[config.mk]
export PLATFORM = sky130hd
export DESIGN_NAME = micro_seq_cond
export DESIGN_NICKNAME = d
export VERILOG_FILES = /design/src/rtl/micro_seq_cond.sv
export SDC_FILE = /design/constraint.sdc
export NUM_CORES = 1
export LEC_CHECK = 0
export BUFFER_PORTS_ARGS = -buffer_cell sky130_fd_sc_hd__buf_2
export CAP_MARGIN = 25
export CORE_MARGIN = 4
export CORE_UTILIZATION = 39
export CTS_CLUSTER_DIAMETER = 80
export DETAILED_ROUTE_END_ITERATION = 10
export PLACE_DENSITY = 0.7
export SLEW_MARGIN = 10
export SYNTH_ARGS = -nofsm -noshare
export SYNTH_HDL_FRONTEND = slang
export SYNTH_SLANG_ARGS = --single-unit
[constraint.sdc]
create_clock -name i_clk -period 2.2 [get_ports i_clk]
set_input_delay 0.44 -clock i_clk [delete_from_list [all_inputs] [get_ports i_clk]]
set_output_delay 0.44 -clock i_clk [all_outputs]
set_load 0.02 [all_outputs]
[src/rtl/micro_seq_cond.sv]
// Microprogram sequencer: N/Z/V/C flag register, 4-bit condition select, CAR with jump/call/return/map.
// Optional FLAG_BYPASS_EN: conditions evaluate on incoming ALU flags during a flag write.
module micro_seq_cond #(
    parameter int AW          = 7,
    parameter int STACK_DEPTH = 4,
    parameter int SPW         = 3
) (
    input  logic            i_clk,
    input  logic            i_rst,
    input  logic            i_flag_we,
    input  logic            i_n,
    input  logic            i_z,
    input  logic            i_v,
    input  logic            i_c,
    input  logic [3:0]      i_ms,
    input  logic [1:0]      i_br,
    input  logic [AW-1:0]   i_ad,
    input  logic            i_map_en,
    input  logic [AW-1:0]   i_map_addr,
    input  logic            i_stall,
    output logic [AW-1:0]   o_car,
    output logic [3:0]      o_flags,
    output logic            o_cond,
    output logic [SPW-1:0]  o_sp,
    output logic            o_stack_err
);

    localparam logic [SPW-1:0] DEPTH_C = SPW'(STACK_DEPTH);

    logic [AW-1:0]  car_q, car_d;
    logic [3:0]     flags_q, flags_d;
    logic [SPW-1:0] sp_q, sp_d;
    logic           err_q, err_d;
    logic [AW-1:0]  stack_q [STACK_DEPTH];
    logic [AW-1:0]  car_inc;
    logic [AW-1:0]  stack_top;
    logic [3:0]     eval_flags;
    logic           cond;
    logic           push;
    logic           n_f, z_f, v_f, c_f, lt_f;

`ifdef FLAG_BYPASS_EN
    assign eval_flags = i_flag_we ? {i_n, i_z, i_v, i_c} : flags_q;
`else
    assign eval_flags = flags_q;
`endif

    assign {n_f, z_f, v_f, c_f} = eval_flags;
    assign lt_f = n_f ^ v_f;

    always_comb begin
        cond = 1'b0;
        case (i_ms)
            4'h0: cond = 1'b0;
            4'h1: cond = 1'b1;
            4'h2: cond = c_f;
            4'h3: cond = v_f;
            4'h4: cond = z_f;
            4'h5: cond = n_f;
            4'h6: cond = ~c_f;
            4'h7: cond = ~z_f;
            4'h8: cond = ~n_f;
            4'h9: cond = ~v_f;
            4'hA: cond = lt_f;
            4'hB: cond = ~lt_f;
            4'hC: cond = z_f | lt_f;
            4'hD: cond = ~z_f & ~lt_f;
            4'hE: cond = c_f & ~z_f;
            4'hF: cond = ~c_f | z_f;
            default: cond = 1'b0;
        endcase
    end

    assign car_inc = car_q + AW'(1);

    // Entry sp-1 is the most recent return address.
    always_comb begin
        stack_top = '0;
        for (int i = 0; i < STACK_DEPTH; i++) begin
            if (sp_q == SPW'(i + 1)) begin
                stack_top = stack_q[i];
            end
        end
    end

    always_comb begin
        car_d   = car_q;
        sp_d    = sp_q;
        flags_d = flags_q;
        err_d   = err_q;
        push    = 1'b0;
        if (!i_stall) begin
            if (i_flag_we) begin
                flags_d = {i_n, i_z, i_v, i_c};
            end
            if (i_map_en) begin
                car_d = i_map_addr;
            end else begin
                case (i_br)
                    2'b00: car_d = car_inc;
                    2'b01: car_d = cond ? i_ad : car_inc;
                    2'b10: begin
                        car_d = car_inc;
                        if (cond) begin
                            if (sp_q < DEPTH_C) begin
                                push  = 1'b1;
                                sp_d  = sp_q + SPW'(1);
                                car_d = i_ad;
                            end else begin
                                err_d = 1'b1;
                            end
                        end
                    end
                    default: begin
                        car_d = car_inc;
                        if (cond) begin
                            if (sp_q != '0) begin
                                sp_d  = sp_q - SPW'(1);
                                car_d = stack_top;
                            end else begin
                                err_d = 1'b1;
                            end
                        end
                    end
                endcase
            end
        end
    end

    always_ff @(posedge i_clk or posedge i_rst) begin
        if (i_rst) begin
            car_q   <= '0;
            flags_q <= '0;
            sp_q    <= '0;
            err_q   <= 1'b0;
        end else begin
            car_q   <= car_d;
            flags_q <= flags_d;
            sp_q    <= sp_d;
            err_q   <= err_d;
        end
    end

    always_ff @(posedge i_clk or posedge i_rst) begin
        if (i_rst) begin
            for (int i = 0; i < STACK_DEPTH; i++) begin
                stack_q[i] <= '0;
            end
        end else if (push) begin
            for (int i = 0; i < STACK_DEPTH; i++) begin
                if (sp_q == SPW'(i)) begin
                    stack_q[i] <= car_inc;
                end
            end
        end
    end

    assign o_car       = car_q;
    assign o_flags     = flags_q;
    assign o_cond      = cond;
    assign o_sp        = sp_q;
    assign o_stack_err = err_q;

endmodule

==> results.cfg <==
[status]
status = complete, but fails checks
violations = negative setup slack

[power]
switchingPower_w = 0.00123
sw_frac_of_total_pct = 37.5
powerDensity_nw_per_um2 = 953
finalPower_w = 0.00328
power_frac_seq_pct = 36.4
p_leak_nw = 1.59
p_int_w = 0.00205
max-vdd-ir-drop_v = 0.000284
p_clk_share_pct = 19.6
power.share.combinational_pct = 44.0

[synthesis]
syn_nets = 308
synth.area.top_cells = dfrtp_1 (38%), mux2_4 (13%), a22oi_1 (3.4%)
synth-edff-count = 0
synthCells = 272
async_reset_ff_share_pct = 100
synth_cell_types = 49
synth_top_area_share_pct = 37.9
ys_ff_latch = 43
yosysTopAreaCell = dfrtp_1
synth_most_common_cell = dfrtp_1
synthFlopType = dfrtp_1
netlist_area_sq_um = 2840
syn_avg_cell_area_sq_um = 10.5
synth_seq_area_share_pct = 37.9
yosysWarnings = 0
synth_common_cells = dfrtp_1 (43), mux2_4 (24), nand2_1 (16)

[detailed_routing]
viasPerCell = 5.58
remaining_drc_errors = 0
num_vias = 2371
finalWirelength_mm = 7.27
wl_per_cell_microns = 17.1
drt-initial-drc-count = 116
dr.pass1.iters = 4
ant_nets = 0

[floorplanning]
io-pin-count = 45
rows = 30
die_width_microns = 93.4
core_area_sq_um = 6940
die_h_microns = 93.4
start_util_pct = 40.9
die_area_sq_um = 8720

[finish]
fill_cells = 638
drive_gt1_share_pct = 37.1
fin_util_pct = 49.6
insertedDiodeCount = 0
final_nets = 364
finalNonFillerCells = 425
area_growth_syn_to_layout_pct = 21.1

[worst_setup_path]
r2r_slack_ns = -0.04
worst_r2r_endpoint = stack_q[27]
path_common_cell = buf_6
crit_path_max_fanout = 5
critPathRequiredTime_ns = 1.76
critPathSlowestCell = dfrtp_2
reg2reg_depth = 9
slowest_delay_ns = 0.45
cp.buffers_inverters = 2
critPathKind = register to output pin
path_cells = nor2b_4 -> o21ba_4 -> o41ai_4 -> o211ai_2 -> buf_6 -> buf_6
cp-end-kind = output pin
critical_path.top_delay_family = compound AO/OA/AOI/OAI gates
start_kind = register
critPathArrivalTime_ns = 1.90
r2r-start = o_flags[1]

[global_route]
grt_pass1_wl_mm = 11.7
grt_use_total_pct = 16.8
antenna_found_initial = 0
grt_max_degree = 44
grt_pass1_vias = 2322
grt_overflow = 0

[cts]
hold_buffers = 0
clk_path_buf_depth = 2
clk_pin_slew_worst_paths_ns = 0.09
ctsRootBufferMaster = clkbuf_8
htreeDepth = 2
clkLatencyLatePin_ns = 0.31
cts_buffers = 5
cts_tree = yes
clock_sinks = 43

[timing]
hold_viol = 0
period_share_pct = 106
fin_crit_ns = 2.34
finalClockSkew_ns = 0.00814
rsz0062_at_grt = yes
fmax_mhz = 428
tightest_slew_ns = 0.561
tns_ns = -0.377
finalWorstSetupSlack_ns = -0.136
maxSlewHeadroom_pct = 62.6
drv_slew = 0
setup_viol = 10

[placement]
dpl.cell_count = 413
io_buffers = 44
pre_cts_ws_ns = 0.0237
dp_hpwl_mm = 5.30
routabilityCongestion = 0.825

[run]
max_cap_viol_count = 0

[hold_path]
min_path_type = input port to async pin
==> worst max-delay path by stage <==
stage	from	to	slack (ns)	cells after the start
after CTS	o_flags[1]	o_cond	-0.11	6
after detailed placement	i_ms[0]	o_cond	0.02	7
after global placement	i_ms[0]	o_cond	0.06	7
final	o_flags[1]	o_cond	-0.14	6
after floorplan	o_sp[0]	o_car[0]	0.08	10
after global routing	o_flags[1]	o_cond	-0.20	6
==> cells in the final DEF, fill, tap and decap left out, drive strengths merged, types with 5 or more instances in the layout <==
cell,synthesis,final
o211ai,8,8
and3,7,7
a22o,9,9
mux2,31,31
mux2i,5,5
a22oi,13,13
inv,14,13
dfrtp,43,43
o21ai,11,11
nand3b,5,5
clkbuf,11,5
nand2,16,16
a31oi,9,9
ha,7,7
a21oi,9,9
nor2b,6,6
nor2,8,8
buf,8,68
xnor2,5,5
==> worst min-delay path: cells and delay by family <==
| family | cells | cell delay, ns |
|---|---|---|
| buf+inv | 3 | 0.57 |
==> metal layers <==
| layer | track usage (%) | share of wire [%] | vias to the layer above |
|---|---|---|---|
| met5 | 0 | 0 | - |
| met1 | 22.6 | 46 | 1171 |
| li1 | - | - | 1123 |
| met3 | 3.06 | 4.7 | 8 |
| met2 | 27.8 | 48 | 69 |
| met4 | 4.52 | 1.4 | 0 |
==> sequential cells by signal, indices dropped and copies added (netlist names) <==
name         flops
o_car            7
o_flags          4
o_sp             3
o_stack_err      1
stack_q         28
==> power by group through the flow <==
stage                     Clock, W  Combinational (W)  Sequential (W)
final                     0.000643            0.00144         0.00119
after global placement           0            0.00134         0.00119
after detailed placement         0            0.00136         0.00120
after floorplan                  0           0.000889         0.00124
after global routing      0.000678            0.00158         0.00122
after CTS                 0.000654            0.00138         0.00119
==> cell families (layout without fill, tap and decap cells) <==
| logic type | after synthesis | after routing | synth area share [%] |
|---|---|---|---|
| and+or+nand+nor | 56 | 56 | 10.5 |
| xor gates and xnor gates | 7 | 7 | 2.16 |
| buffers and inverters | 34 | 91 | 6.12 |
| muxes | 36 | 36 | 17.2 |
| AOI/OAI and AO/OA | 89 | 89 | 23.1 |
| DFF | 43 | 43 | 37.9 |
| adders and majority gates | 7 | 7 | 3.08 |
==> area by class of cell <==
type                            count  area, sq um  share of cell area [%]
Clock buffer                        5         68.8                    2.00
Clock inverter                      3         43.8                    1.27
Inverter                           15         56.3                    1.64
Multi-Input combinational cell    195         1660                    48.1
Sequential cell                    43         1080                    31.3
Tap cell                           96          120                    3.49
Timing Repair Buffer               68          418                    12.1
==> metrics by stage <==
step / hold slack, ns / area (sq um)
after detailed placement: 0.448 / 3250
after global routing: 0.313 / 3440
final: 0.251 / 3440
after CTS: 0.275 / 3380
after floorplan: 0.482 / 2840
after global placement: 0.449 / 3250
==> timing repair <==
action                                  in CTS  in global routing
resized for setup                            3                 18
endpoints found under the setup margin       1                 24
pin swaps                                    1                  4
gates cloned                                 0                  0
buffers inserted                             1                  6
Note: power is estimated with default switching activity, not from simulation.
